## src/rtl/pwm_pkg.sv

```systemverilog
// Shared constants for the PWM output peripheral: counter width, full-duty code
// and the default prescale ratio.
package pwm_pkg;

   localparam int PWM_CNT_W = 8;
   localparam logic [PWM_CNT_W-1:0] DUTY_FULL = 8'hFF;
   localparam int DEFAULT_CLK_DIV = 13;

   function automatic int div_width(input int div);
      return (div > 1) ? $clog2(div) : 1;
   endfunction

endpackage

```

## src/rtl/pwm_timebase.sv

```systemverilog
// PWM timebase: prescaler producing one tick every CLK_DIV clocks, the 8-bit
// period counter, and a registered pulse on the first clock of each period.
module pwm_timebase
   import pwm_pkg::*;
#(
   parameter int CLK_DIV = DEFAULT_CLK_DIV
) (
   input  logic                 clk,
   input  logic                 rst,
   output logic                 tick,
   output logic [PWM_CNT_W-1:0] pwm_cnt,
   output logic                 wrap,
   output logic                 period_start
);

   localparam int DIV_W = div_width(CLK_DIV);
   localparam logic [DIV_W-1:0] DIV_LAST = DIV_W'(CLK_DIV - 1);
   localparam logic [DIV_W-1:0] DIV_ONE = DIV_W'(1);
   localparam logic [PWM_CNT_W-1:0] CNT_ONE = PWM_CNT_W'(1);
   localparam logic [PWM_CNT_W-1:0] CNT_LAST = {PWM_CNT_W{1'b1}};

   logic [DIV_W-1:0]     div_cnt_q, div_cnt_d;
   logic [PWM_CNT_W-1:0] pwm_cnt_q, pwm_cnt_d;
   logic                 period_start_q, period_start_d;

   always_comb begin
      tick           = (div_cnt_q == DIV_LAST);
      wrap           = tick && (pwm_cnt_q == CNT_LAST);
      div_cnt_d      = tick ? '0 : div_cnt_q + DIV_ONE;
      pwm_cnt_d      = tick ? pwm_cnt_q + CNT_ONE : pwm_cnt_q;
      period_start_d = wrap;
   end

   always_ff @(posedge clk or posedge rst) begin
      if (rst) begin
         div_cnt_q      <= '0;
         pwm_cnt_q      <= '0;
         period_start_q <= 1'b0;
      end else begin
         div_cnt_q      <= div_cnt_d;
         pwm_cnt_q      <= pwm_cnt_d;
         period_start_q <= period_start_d;
      end
   end

   assign pwm_cnt      = pwm_cnt_q;
   assign period_start = period_start_q;

endmodule

```

## src/rtl/pwm_peripheral.sv

```systemverilog
// PWM output peripheral: drives 16 pins low, static high, or from a shared 8-bit
// PWM waveform whose duty is shadowed and only updated at period boundaries.
module pwm_peripheral
   import pwm_pkg::*;
#(
   parameter int CLK_DIV = DEFAULT_CLK_DIV
) (
   input  logic        clk,
   input  logic        rst,
   input  logic [7:0]  en_reg_out_7_0,
   input  logic [7:0]  en_reg_out_15_8,
   input  logic [7:0]  en_reg_pwm_7_0,
   input  logic [7:0]  en_reg_pwm_15_8,
   input  logic [7:0]  pwm_duty_cycle,
   output logic [15:0] out,
   output logic        period_start
);

   logic [15:0]          en_out;
   logic [15:0]          en_pwm;
   logic [PWM_CNT_W-1:0] pwm_cnt;
   logic                 wrap;
   // The duty shadow loads on wrap, which already qualifies tick.
   logic                 tick_unused;
   logic [7:0]           duty_sh_q, duty_sh_d;
   logic                 pwm_hi;
   logic [15:0]          out_q, out_d;

   assign en_out = {en_reg_out_15_8, en_reg_out_7_0};
   assign en_pwm = {en_reg_pwm_15_8, en_reg_pwm_7_0};

   pwm_timebase #(
      .CLK_DIV (CLK_DIV)
   ) u_timebase (
      .clk          (clk),
      .rst          (rst),
      .tick         (tick_unused),
      .pwm_cnt      (pwm_cnt),
      .wrap         (wrap),
      .period_start (period_start)
   );

   always_comb begin
      duty_sh_d = wrap ? pwm_duty_cycle : duty_sh_q;
      // Full code is forced high so the last count of the period has no gap.
      pwm_hi    = (duty_sh_q == DUTY_FULL) || (pwm_cnt < duty_sh_q);
      out_d     = '0;
      for (int i = 0; i < 16; i++) begin
         out_d[i] = en_out[i] && (!en_pwm[i] || pwm_hi);
      end
   end

   always_ff @(posedge clk or posedge rst) begin
      if (rst) begin
         duty_sh_q <= '0;
         out_q     <= '0;
      end else begin
         duty_sh_q <= duty_sh_d;
         out_q     <= out_d;
      end
   end

   assign out = out_q;

endmodule

```

## config.mk

```make
export PLATFORM = sky130hd
export DESIGN_NAME = pwm_peripheral
export DESIGN_NICKNAME = d
export VERILOG_FILES = /design/src/rtl/pwm_pkg.sv /design/src/rtl/pwm_timebase.sv /design/src/rtl/pwm_peripheral.sv
export SDC_FILE = /design/constraint.sdc
export NUM_CORES = 1
export LEC_CHECK = 0
export ABC_CLOCK_PERIOD_IN_PS = 1700
export CORE_UTILIZATION = 40
export CTS_CLUSTER_DIAMETER = 150
export DETAILED_ROUTE_END_ITERATION = 8
export GPL_ROUTABILITY_DRIVEN = 0
export PLACE_DENSITY = 0.76
export SYNTH_ARGS = -nofsm -noshare
export SYNTH_HDL_FRONTEND = slang
export SYNTH_HIERARCHICAL = 1
export SYNTH_SLANG_ARGS = --single-unit
```

## constraint.sdc

```tcl
create_clock -name clk -period 1.7 [get_ports clk]
set_input_delay 0.34 -clock clk [delete_from_list [all_inputs] [get_ports clk]]
set_output_delay 0.34 -clock clk [all_outputs]
set_load 0.02 [all_outputs]
```

**After elaboration in Yosys (flattened, before gate mapping)**

Cells that the tools add are included.

- Flip-flop bits (word level): 37
- Bits of input ports: 42
- Output and inout bits: 17
- Word-level logic and storage cells: 62

- $add $sub $neg: 2
- $lt $le $gt $ge: 1
- Equal/unequal tests: 3
- Muxes and demuxes: 1
- Reduce and logical (&&, ||, !) cells: 50

Operator list:

| cell | count |
|---|---|
| logical AND 1 bit | 17 |
| logical OR 1 bit | 17 |
| equality test 8 bit (second input constant) | 2 |
| zero test 1 bit | 16 |
| adder 8 x 1 -> 8 bit (second input constant) | 1 |
| < comparator 8 bit | 1 |
| adder 4 x 1 -> 4 bit (second input constant) | 1 |
| equality test 4 bit (second input constant) | 1 |
| two-way mux 4 bit | 1 |

**Depth between registers and ports, before layout**

Gate-level depths: netlist of the first run.

- Depth in word-level cells: 4
- Depth in mapped cells: 7
- Depth with buffers taken out: 6

**Hierarchy**

Netlist of the first run, hierarchy kept.

Modules (own cells, without submodules):

| module | instances | cells an instance | area each (um^2) | seq. area each (um^2) |
|---|---|---|---|---|
| pwm_peripheral | 1 | 85 | 1071.0 | 600.6 |
| pwm_timebase | 1 | 50 | 559.3 | 325.3 |

**Worst setup path after synthesis of the first run**

OpenSTA, ideal clock, no wires.

- Path kind: register to register
- From: register u_timebase.div_cnt_q[0]
- To: register duty_sh_q[4]
- Library setup time: 135 ps
- Data arrival time: 1657 ps
- Data required time: 1565 ps
- Path slack: -93 ps
- Stages on the path, launching flop included: 7
- Buffers on the path: 1
- Clock period less this slack: 1793 ps
- Path through: dfrtp_1 -> inv_1 -> ha_1 -> nand4_1 -> nor3_1 -> clkbuf_1 -> o21ai_0

- Cells in the longest elaborated chain, start to end: 2

RTL lines:

| item | line | source |
|---|---|---|
| from (decl) | pwm_timebase.sv:22 | `logic [DIV_W-1:0] div_cnt_q, div_cnt_d;` |
| from (signal assigned) | pwm_timebase.sv:40 | `div_cnt_q <= div_cnt_d;` |
| equality test 4 bit | pwm_timebase.sv:27 | `tick = (div_cnt_q == DIV_LAST);` |
| logical AND 1 bit | pwm_timebase.sv:28 | `wrap = tick && (pwm_cnt_q == CNT_LAST);` |
| via wrap | pwm_peripheral.sv:22 | `logic wrap;` |
| to (signal assigned) | pwm_peripheral.sv:58 | `duty_sh_q <= duty_sh_d;` |
| to (decl) | pwm_peripheral.sv:25 | `logic [7:0] duty_sh_q, duty_sh_d;` |

The timed path passes the listed nets, and every way through them passes these cells.
A chain may end at the register's enable or synchronous reset.

**Worst setup path after layout of the first run**

- From: register duty_sh_q[1]
- To: register out_q[14] (netlist: out[14])

- Cells in the longest elaborated chain, start to end: 4
- Elaborated cells between the ends (all ways): 5
- Classes of those cells: order compare: 1; eq/ne: 1; reduce/logical: 3

RTL lines:

| item | line | source |
|---|---|---|
| < comparator 8 bit / equality test 8 bit (equally long branches) | pwm_peripheral.sv:46 | `pwm_hi = (duty_sh_q == DUTY_FULL) \|\| (pwm_cnt < duty_sh_q);` |
| logical OR 1 bit * | pwm_peripheral.sv:46 |  |
| logical OR 1 bit * | pwm_peripheral.sv:49 | `out_d[i] = en_out[i] && (!en_pwm[i] \|\| pwm_hi);` |
| logical AND 1 bit * | pwm_peripheral.sv:49 |  |
| via out_d[14] | pwm_peripheral.sv:27 | `logic [15:0] out_q, out_d;` |
| to (signal assigned) | pwm_peripheral.sv:59 | `out_q <= out_d;` |
| to (decl) | pwm_peripheral.sv:27 |  |

Mark *: on every way through the listed nets, which the timed path passes. The rest lies on a longest branch.

==> results of run 1 <==
[sequential cells by signal, summed over array words and instances, names as in the netlist]
register	cells
duty_sh_q	8
u_timebase/pwm_cnt	8
u_timebase/period_start	1
out	16
u_timebase/div_cnt_q	4
[cells in the final DEF, fill, tap and decap left out, types with 2 or more instances in the layout]
master	count
nor3_1	2
o21a_1	2
buf_6	4
o21ai_0	8
inv_2	2
clkinv_2	2
nand2_1	13
clkbuf_8	5
xor2_1	4
dfrtp_1	37
clkdlybuf4s50_1	58
ha_1	7
a21oi_1	3
nor2_1	5
buf_4	10
nand4_1	7
ha_4	3
xnor2_1	4
a21boi_2	12
a21boi_1	4
inv_1	11
[final cells by class]
cell class	instances	area (sq um)	share of cell area
inverters	13	48.80	0.01936
clock buffers	6	72.57	0.02880
clock inverters	2	10.01	0.003972
well taps	48	60.06	0.02383
multi-input cells	83	701.9	0.2785
repair buffers	72	700.7	0.2781
flip-flops and latches	37	925.9	0.3674
[through the flow]
stage / utilization / cells / TNS, ns
floorplan: - / 135 / 0
global placement: 0.6194 / 249 / 0
detailed placement: 0.6194 / 249 / 0
CTS: 0.6423 / 257 / 0
global route: 0.6682 / 261 / -0.2870
finish: 0.6682 / 261 / 0
[repair_timing]
item                                    CTS  global route
buffers inserted                          0             3
gates cloned                              0             1
resized for setup                         2            17
pin swaps                                 0             4
hold buffers                              0             0
endpoints found under the setup margin    4            20
endpoints found under the hold margin     0             0
[per-layer routing]
| layer | up-vias | global-route usage |
|---|---|---|
| met3 | 4 | 0.08621 |
| met1 | 631 | 0.2040 |
| li1 | 617 | - |
| met4 | 0 | 0.05707 |
| met2 | 45 | 0.3240 |
| met5 | - | 0 |
[cells by family after synthesis]
logic type	Yosys count	synth area share
flops	37	0.5679
simple gates	31	0.09056
mux	1	0.006907
buf+inv	15	0.03913
fa+ha+maj	10	0.07675
compound gates	33	0.1758
xor+xnor	8	0.04297
[report_power, final]
part / switching, mW / internal (mW)
registers: 0.00511 / 0.899
clock network: 0.290 / 0.284
logic: 0.0712 / 0.131
[final timing paths]
path / startpoint / end / cells after the start
max in group asynchronous: rst / u_timebase/pwm_cnt[2] / 2
min in group clk: u_timebase/div_cnt_q[0] / u_timebase/div_cnt_q[0] / 1
min reg2reg: u_timebase/div_cnt_q[0] / u_timebase/div_cnt_q[0] / 1
max reg2reg: duty_sh_q[1] / out[14] / 6
min: rst / u_timebase/div_cnt_q[1] / 2
max: duty_sh_q[1] / out[14] / 6
==> metrics.csv, run 1 <==
stage,metric,value,unit
global_routing,antenna_found_initial,0,
clocking,clk_pin_slew_worst_paths,0.07,ns
critical_path,cp-end-kind,flop,
critical_path,ff2ff_setup_slack,0.03,ns
finish,antenna_cells,0,
power,p_per_area,666.4,nW/um^2
min_path,hold_path.class,in2async,
critical_path,criticalPathCategory,reg2reg,
route,finalWirelength,3.833,mm
synthesis,seq_area_frac_synth,0.5679,
synthesis,synth_most_common_cell,dfrtp_1,
run_status,status,finished clean,
route,vias_per_cell,4.969,
die,initial_core_util,0.4323,
synthesis,synth_edf_count,0,
sta,setup_viol,0,
synthesis,netlist_instances,135,
sta,max_slew.worst_pin.slew,0.5276,ns
synthesis,ys_top_cells_by_area,"dfrtp_1, ha_1, a21boi_2",
sta,finalCritPeriodShare,0.9843,
global_routing,grt-ovfl-total,0,
critical_path,arrival,1.87,ns
synthesis,ys.flop_type,dfrtp_1,
clocking,tritoncts,yes,
route,wl_met2,2.036,mm
global_routing,grt_usage,0.1881,
power,p_leak,1.112,nW
clocking,cts_buffers,5,
synthesis,syn_nets,187,
sta,finalWorstSetupSlack,0.02676,ns
synthesis,yosys_warnings,6,
critical_path,slowest_stage,a2111oi_4,
die,die_w,65.84,um
route,vias,1297,
synthesis,synthTopCellsByCount,"dfrtp_1, nand2_1, inv_1, a21boi_2, ha_1",
synthesis,async_reset_ff_frac,1.000,
clocking,cts_buffer_depth,2,
synthesis,ys_types,25,
die,core_area,3771,sq um
critical_path,path_max_fanout,6,
placement,dp_slack,0.0009178,ns
clocking,clkLatencyLatePin,0.28,ns
global_routing,grt_pass1_wl,5.940,mm
route,drtIter0Drc,23,
route,avgRoutedWirePerCell,14.69,um
route,drt_first_pass_iters,4,
finish,layout-drive-gt1-share,0.2019,
clocking,htreeDepth,2,
route,wl_met1,1.458,mm
die,io_pins,59,
sta,slew-limit-headroom,0.6479,
die,die_h,65.84,um
synthesis,syn_area_per_cell,12.08,sq um
sta,hold_viol,0,
critical_path,cp.required,1.90,ns
power,peakVddDrop,605.5,uV
synthesis,syn_area,1630,sq um
clocking,clock-sinks,37,
synthesis,yosysTopAreaCellShare,0.5679,
synthesis,yosysTopAreaCell,dfrtp_1,
finish,area_growth,54.57,%
critical_path,start_kind,flop,
sta,clock_skew,0.008104,ns
finish,stdcell_area,2520,sq um
finish,nFillCells,269,
route,wl_met3,300,um
route,drtAntennaViolNets,0,
synthesis,synth_seq_cells,37,
clocking,clockRootBuffer,clkbuf_8,
placement,place_hpwl,2.877,mm
global_routing,grt_pass1_vias,1340,
critical_path,crit_family,compound AO/OA/AOI/OAI gates,
route,routed.top_layer,met4,
sta,report.final.slew_viol_count,0,
placement,port-buffer-count,58,
flow_run,cap_viol_max_count,0,
critical_path,path_cells,"inv_2, ha_4, a2111oi_4, o32ai_4, buf_6, a21boi_1",
route,drc,0,
global_routing,grt_max_degree,25,
sta,hold_ws,0.4274,ns
power,power.total,1.679,mW
die,die_area,4335,sq um
critical_path,path_buf_inv,2,
critical_path,max_stage_delay,0.42,ns
sta,fin_crit,1.673,ns
sta,fmax,597.6,MHz
placement,dpl_cell_area,2336,sq um
finish,nNetsFinal,264,
die,rows,22,
Power figures use the tool's default switching activity.
==> inputs of run 2 (changes only) <==
--- a/config.mk
+++ b/config.mk
@@ -6,11 +6,12 @@
 export NUM_CORES = 1
 export LEC_CHECK = 0
 export ABC_CLOCK_PERIOD_IN_PS = 1700
-export CORE_UTILIZATION = 40
+export CORE_UTILIZATION = 41
+export CTS_BUF_LIST = sky130_fd_sc_hd__clkbuf_2
 export CTS_CLUSTER_DIAMETER = 150
 export DETAILED_ROUTE_END_ITERATION = 8
 export GPL_ROUTABILITY_DRIVEN = 0
-export PLACE_DENSITY = 0.76
+export PLACE_DENSITY = 0.77
 export SYNTH_ARGS = -nofsm -noshare
 export SYNTH_HDL_FRONTEND = slang
 export SYNTH_HIERARCHICAL = 1
==> metrics.csv, run 2 (same netlist as run 1, synthesis figures left out) <==
stage,metric,value,unit,change
sta,fin_crit,1.732,ns,was 1.673 ns
route,drt_first_pass_iters,4,,unchanged
sta,setup_viol,10,,was 0
sta,hold_viol,0,,unchanged
route,drtIter0Drc,49,,was 23
placement,dp_slack,0.01536,ns,was 0.0009178 ns
critical_path,cp-end-kind,flop,,unchanged
sta,finalWorstSetupSlack,-0.03205,ns,was 0.02676 ns
clocking,clkLatencyLatePin,0.40,ns,was 0.28 ns
power,p_sw,0.3772,mW,was 0.3659 mW
power,combPwrFrac,0.117,,was 0.120
die,core_area,3744,sq um,was 3771 sq um
run_status,status,finished with violations,,was finished clean
critical_path,path_cells,"inv_2, ha_4, o21a_1, o22ai_2, o32ai_4, clkbuf_16, a21boi_2",,"was inv_2, ha_4, a2111oi_4, o32ai_4, buf_6, a21boi_1"
sta,rsz0062_at_grt,yes,,
critical_path,start_kind,flop,,unchanged
clocking,clk_pin_slew_worst_paths,0.21,ns,was 0.07 ns
die,die_area,4233,sq um,was 4335 sq um
power,sw_frac_of_total,0.2300,,was 0.2179
finish,final_common_cell,clkdlybuf4s50_1,,unchanged
finish,layout_common_cells,"clkdlybuf4s50_1, dfrtp_1, a21boi_2",,"was clkdlybuf4s50_1, dfrtp_1, nand2_1"
die,die_w,65.06,um,was 65.84 um
critical_path,ff2ff_path_depth,7,,was 6
critical_path,arrival,2.03,ns,was 1.87 ns
route,vias_per_cell,4.913,,was 4.969
placement,post-place-cells,249,,unchanged
power,p_per_area,637.8,nW/um^2,was 666.4 nW/um^2
finish,area_growth,57.71,%,was 54.57%
power,p_int,1.263,mW,was 1.313 mW
finish,antenna_cells,0,,unchanged
critical_path,slowest_stage,dfrtp_1,,was a2111oi_4
finish,layout-drive-gt1-share,0.2465,,was 0.2019
global_routing,grt_pass1_wl,6.154,mm,was 5.940 mm
clocking,tritoncts,yes,,unchanged
die,initial_core_util,0.4355,,was 0.4323
finish,nNetsFinal,266,,was 264
clocking,cts_buffer_depth,2,,unchanged
route,drtAntennaViolNets,0,,unchanged
power,peakVddDrop,470.8,uV,was 605.5 uV
power,p_leak,1.194,nW,was 1.112 nW
clocking,cts_buffers,5,,unchanged
sta,fmax,577.4,MHz,was 597.6 MHz
sta,max_slew.worst_pin.slew,0.5006,ns,was 0.5276 ns
critical_path,criticalPathCategory,reg2reg,,unchanged
global_routing,antenna_found_initial,0,,unchanged
critical_path,cp.required,1.99,ns,was 1.90 ns
global_routing,grt_usage,0.2039,,was 0.1881
clocking,clock-sinks,37,,unchanged
die,io_pins,59,,unchanged
clocking,htreeDepth,2,,unchanged
finish,largest_reg_flops,16,,unchanged
flow_run,cap_viol_max_count,0,,unchanged
die,die_h,65.06,um,was 65.84 um
sta,report.final.slew_viol_count,0,,unchanged
power,clkPwrFrac,0.331,,was 0.341
global_routing,grt_pass1_vias,1334,,"was 1,340"
critical_path,max_stage_delay,0.42,ns,about the same
route,vias,1292,,"was 1,297"
finish,final_cells,263,,was 261
finish,nFillCells,278,,was 269
route,drc,0,,unchanged
clocking,hold_buffers,0,,unchanged
clocking,clockRootBuffer,clkbuf_2,,was clkbuf_8
route,finalWirelength,3.966,mm,was 3.833 mm
sta,slew-limit-headroom,0.6659,,was 0.6479
sta,finalCritPeriodShare,1.019,,was 0.9843
placement,place_hpwl,2.771,mm,was 2.877 mm
global_routing,grt-ovfl-total,0,,unchanged
die,rows,22,,unchanged
critical_path,path_max_fanout,8,,was 6
route,avgRoutedWirePerCell,15.08,um,was 14.69 um
placement,port-buffer-count,58,,unchanged
sta,clock_skew,0.02860,ns,was 0.008104 ns
run_status,violations,negative setup slack,,
power,sequentialPowerShare,0.552,,was 0.538
min_path,hold_path.class,in2async,,unchanged
global_routing,grt_max_degree,25,,unchanged
[run 2: cell count changes in the layout (fill, tap and decap cells not counted), sizes merged]
| cell | change |
|---|---|
| buf | +1 |
| bufinv | +1 |
| clkdlybuf4s50 | -17 |
| clkinv | -1 |
| clkinvlp | +1 |
| dlygate4sd2 | +14 |
| dlymetal6s2s | +3 |
[run 2: worst max-delay path, delay by kind of cell, from the launching register on]
family,cells,cell delay (ns)
fa+ha+maj,1,0.25
flops,1,0.42
buf+inv,2,0.29
compound gates,4,0.65
[run 2: final cells by class]
| class | instances | area [sq um] | area share |
|---|---|---|---|
| Tap cell | 48 | 60.06 | 0.02336 |
| Clock inverter | 3 | 41.29 | 0.01606 |
| Sequential cell | 37 | 925.9 | 0.3601 |
| Timing Repair Buffer | 74 | 724.4 | 0.2818 |
| Inverter | 13 | 48.80 | 0.01898 |
| Clock buffer | 5 | 25.02 | 0.009732 |
| Multi-Input combinational cell | 83 | 745.7 | 0.2900 |
[run 2: final timing paths]
check / from / end / slack [ns]
setup / recovery: duty_sh_q[2] / out[8] / -0.03
hold / removal: rst / u_timebase/pwm_cnt[2] / 0.25
setup reg to reg: duty_sh_q[2] / out[8] / -0.03
hold reg to reg: u_timebase/div_cnt_q[0] / u_timebase/div_cnt_q[0] / 0.50
max in group asynchronous: rst / u_timebase/pwm_cnt[3] / 1.08
min in group clk: en_reg_pwm_15_8[4] / out[12] / 0.46
[run 2: per-stage QoR]
step                        util  setup TNS, ns  area (sq um)  power [mW]  hold slack, ns
after detailed placement  0.6273              0          2349       1.122          0.4789
after floorplan                -              0          1635      0.9768          0.2170
after CTS                 0.6410              0          2400       1.638          0.2891
after global placement    0.6273              0          2349       1.120          0.4649
final                     0.6868       -0.09612          2571       1.640          0.2486
after global routing      0.6868         -1.066          2571       1.708          0.2702
[run 2: per-layer routing]
metal | track usage | routed length [um] | up-vias
met1 | 0.2406 | 1621 | 605
met3 | 0.09683 | 317 | 7
li1 | - | - | 625
met2 | 0.3255 | 1954 | 55
met5 | 0 | 0 | -
met4 | 0.06793 | 73 | 0
[run 2: timing repair]
item | 4_1_cts | 5_1_grt
setup buffers | 0 | 4
pin swaps | 1 | 19
resized for setup | 16 | 28
cloned | 0 | 2
setup endpoints to repair | 19 | 26
[run 2: power by group through the flow]
stage | logic (mW) | registers [mW] | clock network, mW
after detailed placement | 0.201 | 0.921 | 0
after CTS | 0.189 | 0.905 | 0.544
after floorplan | 0.0300 | 0.947 | 0
after global routing | 0.208 | 0.908 | 0.592
final | 0.193 | 0.905 | 0.542
after global placement | 0.199 | 0.921 | 0
